--- src/rtl/pfd_sync.sv ---
// Clocked tri-state phase-frequency detector with synchronised A/B edge inputs.
// Optional lock detector enabled by defining LOCK_DET_EN.
module pfd_sync #(
    parameter int SYNC_STAGES = 2,
    parameter int LOCK_TOL    = 2,
    parameter int LOCK_COUNT  = 8,
    parameter int CNT_W       = 8
) (
    input  logic Clk,
    input  logic Reset,
    input  logic A,
    input  logic B,
    output logic QAN,
    output logic QB
`ifdef LOCK_DET_EN
    ,
    output logic Lock
`endif
);

    // Out-of-range parameters fail elaboration on an unknown module.
    if (SYNC_STAGES < 2 || SYNC_STAGES > 4 || CNT_W < 1 || LOCK_TOL < 0 ||
        LOCK_COUNT < 1 || LOCK_COUNT > (2**CNT_W) - 1) begin : g_bad_param
        pfd_sync_illegal_parameter u_bad ();
    end

    typedef enum logic [1:0] {IDLE, UP, DN} state_t;

    logic [SYNC_STAGES-1:0] sync_a, sync_b;
    logic                   hist_a, hist_b;
    logic                   rise_a, rise_b;
    state_t                 state, state_nxt;

    // Not reset: the chains keep tracking the inputs so a level already high
    // at reset release does not look like an edge.
    always_ff @(posedge Clk) begin
        sync_a <= {sync_a[SYNC_STAGES-2:0], A};
        sync_b <= {sync_b[SYNC_STAGES-2:0], B};
        hist_a <= sync_a[SYNC_STAGES-1];
        hist_b <= sync_b[SYNC_STAGES-1];
    end

    assign rise_a = sync_a[SYNC_STAGES-1] & ~hist_a;
    assign rise_b = sync_b[SYNC_STAGES-1] & ~hist_b;

    always_ff @(posedge Clk) begin
        if (Reset) state <= IDLE;
        else       state <= state_nxt;
    end

    always_comb begin
        state_nxt = state;
        case (state)
            IDLE: begin
                if (rise_a && !rise_b)      state_nxt = UP;
                else if (rise_b && !rise_a) state_nxt = DN;
            end
            UP:      if (rise_b) state_nxt = IDLE;
            DN:      if (rise_a) state_nxt = IDLE;
            default: state_nxt = IDLE;
        endcase
    end

    always_ff @(posedge Clk) begin
        if (Reset) begin
            QAN <= 1'b1;
            QB  <= 1'b0;
        end else begin
            QAN <= (state != UP);
            QB  <= (state == DN);
        end
    end

`ifdef LOCK_DET_EN
    localparam logic [CNT_W-1:0] TOL       = CNT_W'(LOCK_TOL);
    localparam logic [CNT_W-1:0] DWELL_MAX = CNT_W'(4 * LOCK_TOL);
    localparam logic [CNT_W-1:0] LOCK_N    = CNT_W'(LOCK_COUNT);

    logic [CNT_W-1:0] width_cnt, width_inc, inph_cnt, inph_inc, done_width;
    logic             busy, done, too_long;

    assign busy       = (state != IDLE);
    assign width_inc  = (&width_cnt) ? width_cnt : width_cnt + 1'b1;
    assign inph_inc   = (&inph_cnt)  ? inph_cnt  : inph_cnt + 1'b1;
    // Width of the pulse ending this cycle; a simultaneous edge in IDLE is width 0.
    assign done       = (busy && state_nxt == IDLE) || (!busy && rise_a && rise_b);
    assign done_width = busy ? width_inc : '0;
    assign too_long   = busy && (width_inc > DWELL_MAX);

    always_ff @(posedge Clk) begin
        if (Reset) begin
            width_cnt <= '0;
            inph_cnt  <= '0;
            Lock      <= 1'b0;
        end else begin
            width_cnt <= busy ? width_inc : '0;
            if (too_long) begin
                inph_cnt <= '0;
                Lock     <= 1'b0;
            end else if (done) begin
                if (done_width <= TOL) begin
                    inph_cnt <= inph_inc;
                    Lock     <= (inph_inc >= LOCK_N);
                end else begin
                    inph_cnt <= '0;
                    Lock     <= 1'b0;
                end
            end
        end
    end
`endif

endmodule

--- config.mk ---
export PLATFORM = sky130hd
export DESIGN_NAME = pfd_sync
export DESIGN_NICKNAME = d
export VERILOG_FILES = /design/src/rtl/pfd_sync.sv
export SDC_FILE = /design/constraint.sdc
export NUM_CORES = 1
export LEC_CHECK = 0
export CORE_AREA = 2 2 39 41
export DETAILED_ROUTE_END_ITERATION = 12
export DIE_AREA = 0 0 41 43
export SETUP_SLACK_MARGIN = 0.1
export SLEW_MARGIN = 30
export SYNTH_ARGS = -nofsm -noshare
export SYNTH_HDL_FRONTEND = slang
export SYNTH_SLANG_ARGS = --single-unit
--- constraint.sdc ---
create_clock -name Clk -period 0.8 [get_ports Clk]
set_input_delay 0.2 -clock Clk [delete_from_list [all_inputs] [get_ports Clk]]
set_output_delay 0.2 -clock Clk [all_outputs]
set_load 0.1 [all_outputs]
# After elaboration in Yosys (flattened, before gate mapping)
# Cells that the tools add are included.
totals:
  memories: 0
  latch_bits: 0
  register_bits: 10
  out_inout_bits: 2
  romBits: 0
  ramBits: 0
  elab_cells: 28
op_classes:
  div: 0
  multipliers: 0
  shifts: 0
  n_addsub: 0
  order_cmp: 0
  n_eq_ne: 6
  mux: 5
  bitwise: 4
  reduce_logical: 6
op_table:
  columns: ["op", "n"]
  rows:
  - ["$mux W2", 4]
  - ["$pmux W2 S3", 1]
  - ["$ne A2 B2 Y1 const B", 2]
  - ["$ne A3 B3 Y1 const B", 1]
  - ["$reduce_and A3 Y1", 1]
  - ["$and A1 B1 Y1", 2]
  - ["$eq A2 B1 Y1 const B", 1]
  - ["$eq A2 B2 Y1 const B", 1]
  - ["$logic_and A1 B1 Y1", 2]
  - ["$logic_not A1 Y1", 2]
  - ["$logic_not A2 Y1", 1]
  - ["$ne A2 B1 Y1 const B", 1]
  - ["$not A1 Y1", 2]

# Logic depth before layout (Yosys ltp)
# Gate-level depths: netlist of run 1.
depth:
  depth_word: 7
  mapped_depth: 2
  ltp_nobuf: 2

# Least setup slack after synthesis of run 1
# Ideal clock, no wire load.
synth_timing:
  path_kind: "reg2out"
  from: "register QAN"
  to: "output QAN"
  setup_slack_ns: -0.309
  t_arrival_ns: 0.909
  t_required_ns: 0.600
  path_stages_with_launch: 1
  path_cell_list: "dfxtp_1"
synth_rtl:
  columns: ["item", "line", "text"]
  rows:
  - ["from (decl)", "13", "output logic QAN,"]
  - ["from (signal assigned)", "69", "QAN <= (state != UP);"]
# No word-level cell between the ends.

# Final worst setup path of run 1
layout_timing:
  from: "register QB"
  to: "output QB"
layout_rtl:
  columns: ["item", "line", "text"]
  rows:
  - ["from (decl)", "14", "output logic QB"]
  - ["from (signal assigned)", "70", "QB <= (state == DN);"]
# No word-level cell between the ends.

==> impl_metrics.env, run 1 <==
export IMPL_max_slew_margin_rel_pct=85.6
export IMPL_place_congestion=0.590
export IMPL_postLayoutCellArea_sq_um=413
export IMPL_synth_xor_area_share_pct=0
export IMPL_fin_setup_tns_ps=-356
export IMPL_cts_sinks=10
export IMPL_die_area_sq_um=1760
export IMPL_worst_pin_slew_ps=215
export IMPL_syn_nets=22
export IMPL_critPathBufInv=1
export IMPL_grt_usage_pct=6.36
export IMPL_violations="setup timing"
export IMPL_synth_adder_area_share_pct=0
export IMPL_clockRootBuffer="clkbuf_4"
export IMPL_synth_compound_area_share_pct=13.7
export IMPL_critPathRequiredTime_ps=600
export IMPL_synth_seq_cells=10
export IMPL_drt_wl_total_um=361
export IMPL_nets=32
export IMPL_avgViaCountPerCell=3.51
export IMPL_rsz0062_at_grt="yes"
export IMPL_remaining_drc_errors=0
export IMPL_fp_coreArea_sq_um=1380
export IMPL_peakVddDrop_v=0.000937
export IMPL_crit_chain="buf_12"
export IMPL_tritoncts="built"
export IMPL_cts_clk_slew_worst_paths_ps=70
export IMPL_hold_path_class="reg -> reg"
export IMPL_report_final_slew_viol_count=0
export IMPL_ys_types=9
export IMPL_finalPower_uw=970
export IMPL_final_min_clock_period_ps=978
export IMPL_num_antenna_cells=0
export IMPL_synthMuxAreaShare_pct=0
export IMPL_rows=14
export IMPL_p_leak_nw=0.168
export IMPL_grt_pass1_wl_um=648
export IMPL_antenna_found_initial=0
export IMPL_grt_pass1_vias=175
export IMPL_yosys_area_top_type="dfxtp_1"
export IMPL_outcome="complete, but fails checks"
export IMPL_avgSynthCellArea_sq_um=15.2
export IMPL_path_class="reg -> out"
export IMPL_boundaryPins=6
export IMPL_cap_violations=0
export IMPL_arrival_ps=780
export IMPL_syn2layout_area_growth_pct=50.7
export IMPL_synth_area_leaders="dfxtp_1 73%, a2111oi_4 10%, nand2b_4 5.0%"
export IMPL_ys_warn_count=0
export IMPL_die_y_um=43
export IMPL_setup_viol=2
export IMPL_post_cts_buffers=0
export IMPL_synthCells=18
export IMPL_min_period_over_period_pct=122
export IMPL_postCtsHoldBufs=0
export IMPL_critPathMaxFanout=1
export IMPL_die_width_um=41
export IMPL_clk_path_buf_depth=2
export IMPL_grt_remaining_overflow=0
export IMPL_finalClockSkew_ps=14.8
export IMPL_wl_per_cell_um=8.40
export IMPL_max_stage_delay_ps=350
export IMPL_synth_top_family_by_area="compound AO/OA/AOI/OAI gates"
export IMPL_p_per_area_nw_per_um2=2350
export IMPL_grt_max_degree=7
export IMPL_crit_family="flip-flops"
export IMPL_fmax_ghz=1.02
export IMPL_postRouteAntennaNets=0
export IMPL_htreeDepth=1
export IMPL_drive_above_1_share_pct=55.6
export IMPL_netlist_area_leader_share_pct=73.1
export IMPL_finalHoldViolations=0
export IMPL_crit_slowest_cell="dfxtp_4"
export IMPL_drt_first_iter_violations=2
export IMPL_drt_pass1_iter_count=2
export IMPL_syn_cell_area_sq_um=274
export IMPL_post_dp_cell_area_sq_um=379
export IMPL_via_count=151
export IMPL_cts_buffers=3
export IMPL_start_util_pct=19.8
export IMPL_yosys_area_share_simple_pct=11.9
export IMPL_fin_ws_ps=-178
export IMPL_clkLatencyLatePin_ps=260
export IMPL_critPathCaptureType="primary output"
export IMPL_cp_start_kind="flop"
export IMPL_yosysSeqAreaShare_pct=73.1
export IMPL_io_buffer_count=5
export IMPL_final_util_pct=29.8
==> through the flow <==
step           instances  hold slack, ps  setup slack, ps
2_1_floorplan         18             228             31.2
3_5_place_dp          39             319             -292
3_3_place_gp          39             312             -281
6_report              43             313             -178
5_1_grt               43             321             -206
4_1_cts               43             306             -196
==> layer usage <==
metal	part of all wire [%]	GRT usage (%)	vias up	routed length, um
met5	0	0	-	0
met4	0	4.00	0	0
met3	12	7.85	0	45
met2	48	8.44	8	172
met1	40	4.92	65	143
li1	-	-	78	-
==> sequential cells by signal (all words and copies together) (netlist names) <==
signal  flops
hist_a      1
QB          1
state       2
hist_b      1
sync_b      2
QAN         1
sync_a      2
==> cells in the final DEF, fill, tap and decap left out, drive strengths merged <==
cell,synthesis,final
nand2b,1,1
nor3,1,1
nand2,1,1
o211a,1,1
a2111oi,1,1
buf,0,2
nor2b,1,1
nor2,1,1
dfxtp,10,10
clkbuf,0,4
clkdlybuf4s50,0,2
inv,1,1
dlygate4sd2,0,1
==> path summary, 6_finish.rpt <==
kind	start	slack, ps	cells past startpoint	to
min	sync_b[0]$_DFF_P_	310	0	sync_b[1]$_DFF_P_
max reg2reg	state[1]$_SDFFE_PP0P_	10	2	state[1]$_SDFFE_PP0P_
max	QB$_SDFF_PP0_	-180	1	QB
min reg2reg	sync_b[0]$_DFF_P_	310	0	sync_b[1]$_DFF_P_
==> cells by family (layout without fill, tap and decap cells) <==
family	after synthesis	count (layout)
flip-flops	10	10
buffers and inverters	1	10
AO/OA/AOI/OAI	2	2
AND/OR/NAND/NOR	5	5
==> worst register-to-register path, stage by stage (launching register included) <==
cell       delay [ps]
dfxtp_2           330
inv_2              50
a2111oi_4         310
==> final cells by class <==
type	count	area, sq um
inverter	1	3.75
sequential	10	211
multi-input combinational	7	82.6
timing repair buffer	5	68.8
fill	142	971
clock buffer	4	26.3
tap	16	20.0
==> power breakdown <==
group,switching [mW],internal [mW]
Combinational,0.0429,0.0426
Sequential,0.0167,0.521
Clock,0.156,0.191
==> Yosys cell counts <==
library cell,instances
dfxtp_1,10
a2111oi_4,1
inv_1,1
nand2_1,1
nand2b_4,1
nor2_1,1
nor2b_1,1
nor3_1,1
o211a_1,1
==> timing repair <==
action / in CTS / in global routing
resized for setup: 4 / 1
hold endpoints to repair: 0 / 0
setup endpoints to repair: 6 / 5
gates cloned: 0 / 0
Power figures use the tool's default switching activity.
==> run 2: changes to the inputs <==
--- a/config.mk
+++ b/config.mk
@@ -5,9 +5,13 @@
 export SDC_FILE = /design/constraint.sdc
 export NUM_CORES = 1
 export LEC_CHECK = 0
+export CELL_PAD_IN_SITES_DETAIL_PLACEMENT = 0
+export CELL_PAD_IN_SITES_GLOBAL_PLACEMENT = 1
 export CORE_AREA = 2 2 39 41
 export DETAILED_ROUTE_END_ITERATION = 12
 export DIE_AREA = 0 0 41 43
+export GPL_TIMING_DRIVEN = 0
+export PLACE_DENSITY_LB_ADDON = 0.1
 export SETUP_SLACK_MARGIN = 0.1
 export SLEW_MARGIN = 30
 export SYNTH_ARGS = -nofsm -noshare
==> impl_metrics.env, run 2 (synthesized netlist as in run 1, its figures left out) <==
export IMPL_top_regs="state x2, sync_a x2, sync_b x2"
export IMPL_rows=14
export IMPL_grt_usage_pct=5.35
export IMPL_die_y_um=43
export IMPL_crit_chain="buf_12"
export IMPL_boundaryPins=6
export IMPL_via_count=144
export IMPL_drt_first_iter_violations=0
export IMPL_path_class="reg -> out"
export IMPL_dpl_worst_slack_ps=-824
export IMPL_p_leak_nw=0.173
export IMPL_critPathRequiredTime_ps=600
export IMPL_dpl_cell_count=39
export IMPL_htreeDepth=1
export IMPL_cp_start_kind="flop"
export IMPL_remaining_drc_errors=0
export IMPL_cts_buffers=3
export IMPL_critPathBufInv=1
export IMPL_dp_hpwl_um=218
export IMPL_place_congestion=0.589
export IMPL_fillers=143
export IMPL_cts_sinks=10
export IMPL_cap_violations=0
export IMPL_min_period_over_period_pct=121
export IMPL_fp_coreArea_sq_um=1380
export IMPL_post_dp_cell_area_sq_um=359
export IMPL_setup_viol=3
export IMPL_clk_path_buf_depth=2
export IMPL_critPathCaptureType="primary output"
export IMPL_final_min_clock_period_ps=969
export IMPL_fin_ws_ps=-169
export IMPL_finalHoldViolations=0
export IMPL_grt_max_degree=7
export IMPL_hold_slack_ps=325
export IMPL_clkLatencyLatePin_ps=260
export IMPL_avgViaCountPerCell=3.35
export IMPL_die_width_um=41
export IMPL_syn2layout_area_growth_pct=52.5
export IMPL_grt_pass1_vias=130
export IMPL_finalClockSkew_ps=1.90
export IMPL_wl_per_cell_um=7.16
export IMPL_clockRootBuffer="clkbuf_4"
export IMPL_start_util_pct=19.8
export IMPL_fmax_ghz=1.03
export IMPL_postRouteAntennaNets=0
export IMPL_layout_common_cells="5 x dfxtp_1, 3 x clkbuf_4, 3 x dfxtp_2"
export IMPL_critPathMaxFanout=1
export IMPL_crit_slowest_cell="dfxtp_4"
export IMPL_tritoncts="built"
export IMPL_peakVddDrop_v=0.000787
export IMPL_max_stage_delay_ps=350
export IMPL_max_slew_margin_rel_pct=85.1
export IMPL_grt_remaining_overflow=0
export IMPL_arrival_ps=770
export IMPL_stdcell_count=43
export IMPL_postCtsHoldBufs=0
export IMPL_io_buffer_count=5
export IMPL_hold_path_class="in -> reg"
export IMPL_outcome="complete, but fails checks"
export IMPL_drt_pass1_iter_count=1
export IMPL_die_area_sq_um=1760
export IMPL_report_final_slew_viol_count=0
export IMPL_postLayoutCellArea_sq_um=418
export IMPL_num_antenna_cells=0
export IMPL_drt_wl_total_um=308
export IMPL_mostFrequentLayoutCell="dfxtp_1"
export IMPL_worst_pin_slew_ps=224
export IMPL_grt_pass1_wl_um=503
export IMPL_cts_clk_slew_worst_paths_ps=60
export IMPL_p_per_area_nw_per_um2=2520
export IMPL_violations="setup timing"
export IMPL_rsz0062_at_grt="yes"
export IMPL_antenna_found_initial=0
export IMPL_nets=32
export IMPL_drive_above_1_share_pct=55.6
export IMPL_crit_family="flip-flops"
-- run 2: cell count changes in the layout (fill, tap and decap cells not counted) --
cell and change:
nor3_1 +1, clkbuf_1 -1, nor3_2 -1, clkbuf_8 +1
-- run 2: stage by stage --
| step | utilization (%) | power, mW | setup TNS, ps |
|---|---|---|---|
| 6_report | 30.2 | 1.05 | -344 |
| 5_1_grt | 30.2 | 1.10 | -436 |
| 4_1_cts | 30.1 | 1.08 | -374 |
| 3_5_place_dp | 25.9 | 0.623 | -2550 |
| 3_3_place_gp | 25.9 | 0.622 | -2570 |
| 2_1_floorplan | - | 0.596 | 0 |
-- run 2: final timing paths --
| check | from | to | slack, ps | cells after the start |
|---|---|---|---|---|
| setup / recovery | QAN$_SDFF_PP1_ | QAN | -170 | 1 |
| hold / removal | Reset | QB$_SDFF_PP0_ | 320 | 2 |
| hold reg to reg | sync_b[0]$_DFF_P_ | sync_b[1]$_DFF_P_ | 330 | 0 |
| setup reg to reg | hist_b$_DFF_P_ | state[1]$_SDFFE_PP0P_ | -10 | 2 |
-- run 2: layout make-up --
cell class	instances	area, sq um	area share, %
inverter	1	3.75	0.898
multi-input combinational	7	77.6	18.6
sequential	10	211	50.6
clock buffer	4	36.3	8.68
timing repair buffer	5	68.8	16.5
tap	16	20.0	4.79
-- run 2: report_power, final --
part           internal (mW)  switching, mW
Combinational         0.0420         0.0415
Sequential             0.521         0.0157
Clock                  0.276          0.159
-- run 2: routing by layer --
metal / global-route usage, % / up-vias / share of wire, %
met2: 4.38 / 6 / 46
met1: 5.88 / 62 / 42
met5: 0 / - / 0
li1: - / 76 / -
met4: 10.0 / 0 / 0
met3: 3.14 / 0 / 12
-- run 2: what timing repair did --
action,CTS,global route
setup endpoints to repair,5,5
gates resized for setup,21,1
endpoints found under the hold margin,0,0
setup buffers,0,0
